### src/rtl/magnitude_search_ctrl.sv
// rtl/magnitude_search_ctrl.sv - binary-search initiator driving an external magnitude comparator
// Optional build macro: SEARCH_FLAGCHK_EN (non-one-hot comparator flags end the search with err).
module magnitude_search_ctrl #(
    parameter int W = 2
) (
    input  logic                   clk,
    input  logic                   rst_n,
    input  logic                   start,
    input  logic                   c0,
    input  logic                   c1,
    input  logic                   c2,
    output logic [W-1:0]           guess,
    output logic                   busy,
    output logic                   done,
    output logic                   found,
    output logic [W-1:0]           result,
    output logic [$clog2(W+2)-1:0] steps,
    output logic                   err
);

    localparam int SW = $clog2(W+2);

    localparam logic [0:0] S_IDLE  = 1'b0;
    localparam logic [0:0] S_CHECK = 1'b1;

    logic [0:0]   state_q,  state_d;
    logic [W-1:0] lo_q,     lo_d;
    logic [W-1:0] hi_q,     hi_d;
    logic [W-1:0] guess_q,  guess_d;
    logic [W-1:0] result_q, result_d;
    logic [SW-1:0] steps_q, steps_d;
    logic         done_q,   done_d;
    logic         found_q,  found_d;
    logic         err_q,    err_d;

    logic [W-1:0] guess_dec;
    logic [W-1:0] guess_inc;
    logic         flags_bad;

    // Midpoint of [l, h] formed one bit wider so the sum can never wrap.
    function automatic logic [W-1:0] midpoint(input logic [W-1:0] l, input logic [W-1:0] h);
        logic [W:0] span;
        logic [W:0] sum;
        span = {1'b0, h} - {1'b0, l};
        sum  = {1'b0, l} + (span >> 1);
        return W'(sum);
    endfunction

    // Neighbours of the current probe; only consumed when the bound checks prove they cannot wrap.
    assign guess_dec = guess_q - W'(1);
    assign guess_inc = guess_q + W'(1);

`ifdef SEARCH_FLAGCHK_EN
    assign flags_bad = !$onehot({c0, c1, c2});
`else
    assign flags_bad = 1'b0;
`endif

    // Next-state logic: accept start in IDLE, narrow [lo, hi] once per probe in CHECK.
    always_comb begin
        state_d  = state_q;
        lo_d     = lo_q;
        hi_d     = hi_q;
        guess_d  = guess_q;
        result_d = result_q;
        steps_d  = steps_q;
        found_d  = found_q;
        done_d   = 1'b0;
        err_d    = 1'b0;
        case (state_q)
            S_IDLE: begin
                if (start) begin
                    lo_d     = '0;
                    hi_d     = '1;
                    guess_d  = midpoint('0, '1);
                    steps_d  = '0;
                    found_d  = 1'b0;
                    result_d = '0;
                    state_d  = S_CHECK;
                end
            end
            S_CHECK: begin
                steps_d = steps_q + SW'(1);
                if (flags_bad) begin
                    err_d    = 1'b1;
                    done_d   = 1'b1;
                    found_d  = 1'b0;
                    result_d = '0;
                    state_d  = S_IDLE;
                end else if (c1) begin
                    result_d = guess_q;
                    found_d  = 1'b1;
                    done_d   = 1'b1;
                    state_d  = S_IDLE;
                end else if (c0) begin
                    if (guess_q == lo_q) begin
                        found_d = 1'b0;
                        done_d  = 1'b1;
                        state_d = S_IDLE;
                    end else begin
                        hi_d    = guess_dec;
                        guess_d = midpoint(lo_q, guess_dec);
                    end
                end else begin
                    // c2, or no flag at all: target lies above the probe
                    if (guess_q == hi_q) begin
                        found_d = 1'b0;
                        done_d  = 1'b1;
                        state_d = S_IDLE;
                    end else begin
                        lo_d    = guess_inc;
                        guess_d = midpoint(guess_inc, hi_q);
                    end
                end
            end
            default: begin
                state_d = S_IDLE;
            end
        endcase
    end

    // State and output registers; reset aborts any search without a done pulse.
    always_ff @(posedge clk or negedge rst_n) begin
        if (!rst_n) begin
            state_q  <= S_IDLE;
            lo_q     <= '0;
            hi_q     <= '0;
            guess_q  <= '0;
            result_q <= '0;
            steps_q  <= '0;
            done_q   <= 1'b0;
            found_q  <= 1'b0;
            err_q    <= 1'b0;
        end else begin
            state_q  <= state_d;
            lo_q     <= lo_d;
            hi_q     <= hi_d;
            guess_q  <= guess_d;
            result_q <= result_d;
            steps_q  <= steps_d;
            done_q   <= done_d;
            found_q  <= found_d;
            err_q    <= err_d;
        end
    end

    assign guess  = guess_q;
    assign busy   = (state_q == S_CHECK);
    assign done   = done_q;
    assign found  = found_q;
    assign result = result_q;
    assign steps  = steps_q;
    assign err    = err_q;

endmodule

### config.mk
export PLATFORM = sky130hd
export DESIGN_NAME = magnitude_search_ctrl
export DESIGN_NICKNAME = d
export VERILOG_FILES = /design/src/rtl/magnitude_search_ctrl.sv
export SDC_FILE = /design/constraint.sdc
export NUM_CORES = 1
export LEC_CHECK = 0
export ABC_AREA = 1
export BUFFER_PORTS_ARGS = -buffer_cell sky130_fd_sc_hd__buf_4
export CORE_UTILIZATION = 45
export DETAILED_ROUTE_END_ITERATION = 6
export PLACE_DENSITY = 0.74
export RECOVER_POWER = 25
export SLEW_MARGIN = 20
export SYNTH_ARGS = -nofsm -noshare
export SYNTH_HDL_FRONTEND = slang
export SYNTH_SLANG_ARGS = --single-unit
### constraint.sdc
create_clock -name clk -period 3 [get_ports clk]
set_input_delay 0.15 -clock clk [delete_from_list [all_inputs] [get_ports clk]]
set_output_delay 0.15 -clock clk [all_outputs]
set_load 0.02 [all_outputs]
==> impl_metrics.toml <==
[clock_network]
htree_levels = 1
cts_buffer_depth = 2
cts_buffers = 3
cts_setup_buffers = 0
cts_root_buf = "clkbuf_4"
clkLatencyLatePin_ns = 0.27
cts_num_sinks = 13
cts_tree = "built"
clk_pin_slew_worst_paths_ns = 0.08

[synth]
synthAdderAreaFrac_pct = 10.83
syn_inst = 99
synth_top_area_cell = "dfrtp_1"
synthMuxAreaShare_pct = 0
seq_area_frac_synth_pct = 39.10
synthDominantCellAreaShare_pct = 39.10
synth-compound-area-share_pct = 9.774
synth_seq_cells = 13
synth_cell_types = 25
synth-xor-area-share_pct = 3.158
synth_top_family_by_area = "simple AND/OR/NAND/NOR gates"
synth_area_leaders = "dfrtp_1 39%, nand2_1 10%, ha_1 6.0%, inv_1 5.9%, nand3_1 5.4%"
yosysWarningCount = 0
syn_area_sq_um = 832.0
synth.avg_cell_area_sq_um = 8.405
syn_nets = 111
synth_simple_gate_area_share_pct = 27.22

[placed_design]
io_buffers = 13
dp_hpwl_um = 1194
place_area_sq_um = 942.2
post-place-ws_ns = 0.7310
dp.cells = 135
gp_congestion = 0.8089

[global_route]
grt_pass1_wl_um = 2573
grt_max_degree = 14
antenna_found_initial = 0
grt_overflow = 0
grt_pass1_vias = 580
grt_use_total_pct = 17.62

[route]
wl_met3_um = 76
wl_per_cell_um = 11.14
viasPerCell = 4.764
wl_met1_um = 744
route.top_layer_used = "met4"
drt_iter0_drc = 9
routed_wl_um = 1559
drc_errors = 0
first_pass_iters = 5
met2WireLength_um = 717
vias = 667
antenna_left = 0

[setup_path]
path_max_fanout = 6
reg2reg_to = "guess[1]"
slowest_stage = "fa_1"
r2r_cells = 10
max_stage_delay_ns = 0.51
cp-end-kind = "flop"
start_kind = "flop"
critical_path_class = "flop to flop"
crit_arrival_ns = 2.45
worst_ep_required_time_ns = 3.16
r2r_start = "guess[0]"
path_cells = "xnor2_1, inv_2, fa_1, inv_1, ha_1, xor2_1, nand2_1, nand3_1, nand3_1, nand2_1"
ff2ff_setup_slack_ns = 0.70

[sta]
layout_setup_ws_ns = 0.7019
clock_skew_ns = 0.008306
setup_tns_ns = 0
setup_viol = 0
fmaxAchievable_mhz = 435.1
rsz0062_at_grt = "false"
drv_slew = 0
hold_viol_final = 0
fin_crit_ns = 2.298
tightestPinTransition_ns = 0.7411
slew_headroom_pct = 50.60
post-route-period-util_pct = 76.60

[status]
outcome = "completed"

[cells_and_area]
design_area_sq_um = 974.7
layoutNonFillerInstCount = 140
nNetsFinal = 128
drive_gt1_share_pct = 23.48
diodes = 0
syn_to_final_growth_pct = 17.14
multi_input_area_sq_um = 427.9
fillers = 169
regArea_sq_um = 325.3

[min_path]
hold_path_depth = 3
min_to = "found"
holdCritPathClass = "primary input to flop"
min_from = "c1"

[pwr]
powerDensity_nw_per_um2 = 1240
ir_drop_mv = 0.6335
p_leak_nw = 0.5185
totalPowerFinal_w = 0.001208

[floorplan]
die_w_um = 45
ioPinCount = 16
fp.dieH_um = 45
rows = 15
die-area_sq_um = 2025
coreArea_sq_um = 1727
start_util_pct = 48.19

[job]
drv_cap = 0
final cells by class:
type	count	area share, %
Inverter	16	6.162
Multi-Input combinational cell	68	43.90
Tap cell	25	3.209
Timing Repair Buffer	14	10.65
Sequential cell	13	33.38
Clock buffer	4	2.696
flip-flops by register name (all words and copies together) (netlist names):
name	cells
busy	1
lo_q	2
done	1
hi_q	2
result	2
guess	2
steps	2
found	1
synth_stat cells:
cell / count
ha_1: 4
conb_1: 1
nand2_4: 2
buf_4: 1
o21ai_0: 4
o21a_4: 1
inv_1: 13
nand2_2: 2
nand4_2: 1
xor2_1: 1
nor2_2: 2
buf_6: 1
o21a_1: 1
o22a_1: 1
nor2_1: 3
o21ai_1: 2
nand3b_2: 1
xnor2_1: 2
nand4_1: 2
inv_2: 3
nand2_1: 23
fa_1: 2
dfrtp_1: 13
a21oi_1: 4
nand3_1: 9
per-layer routing:
metal,up-vias,global-route usage [%]
met5,-,0
met4,0,5.455
met3,4,4.800
met2,18,27.54
met1,297,23.68
li1,348,-
cells in the final DEF, fill, tap and decap left out, drive strengths merged:
cell type    count
dlygate4sd3      1
a21oi            4
conb             1
nor2             5
o21ai            6
nand3b           1
fa               2
xnor2            2
ha               4
o21a             2
clkbuf           5
inv             16
o22a             1
buf             12
nand3            9
dfrtp           13
xor2             1
nand2           27
nand4            3
where the power goes:
| part | switching [W] | internal (W) |
|---|---|---|
| registers | 0.0000851 | 0.000255 |
| logic | 0.000441 | 0.000320 |
| clock network | 0.0000555 | 0.0000515 |
stage by stage:
stage,utilization (%),hold WS [ns]
after floorplan,-,-0.1456
after global placement,54.57,-0.0006313
after detailed placement,54.57,0.006043
after CTS,56.67,0.1285
after global routing,56.45,0.1480
final,56.45,0.1326
cell families after synthesis:
| family | count (synthesis) |
|---|---|
| flip-flops | 13 |
| adder cells (fa/ha/maj) | 6 |
| XOR/XNOR | 3 |
| other | 1 |
| AND/OR/NAND/NOR | 45 |
| AO/OA/AOI/OAI | 13 |
| buffers and inverters | 18 |
critical path, delay by kind of cell, from the launching register on:
kind | cells | cell delay [ns]
buffers and inverters | 2 | 0.13
and+or+nand+nor | 4 | 0.28
DFF | 1 | 0.45
adders and majority gates | 2 | 0.71
xor gates and xnor gates | 2 | 0.60
what timing repair did:
item / 4_1_cts / 5_1_grt
gates resized for setup: 0 / 0
endpoints found under the hold margin: 13 / 0
hold buffers: 1 / 0
worst max-delay path by stage:
stage / startpoint / end / cells after the start
after floorplan: guess[0] / guess[1] / 10
after global placement: guess[0] / guess[1] / 10
after detailed placement: guess[0] / guess[1] / 10
after CTS: guess[0] / guess[1] / 10
after global routing: guess[0] / guess[1] / 10
final: guess[0] / guess[1] / 10
No activity file was read; power rests on OpenSTA's default activity.
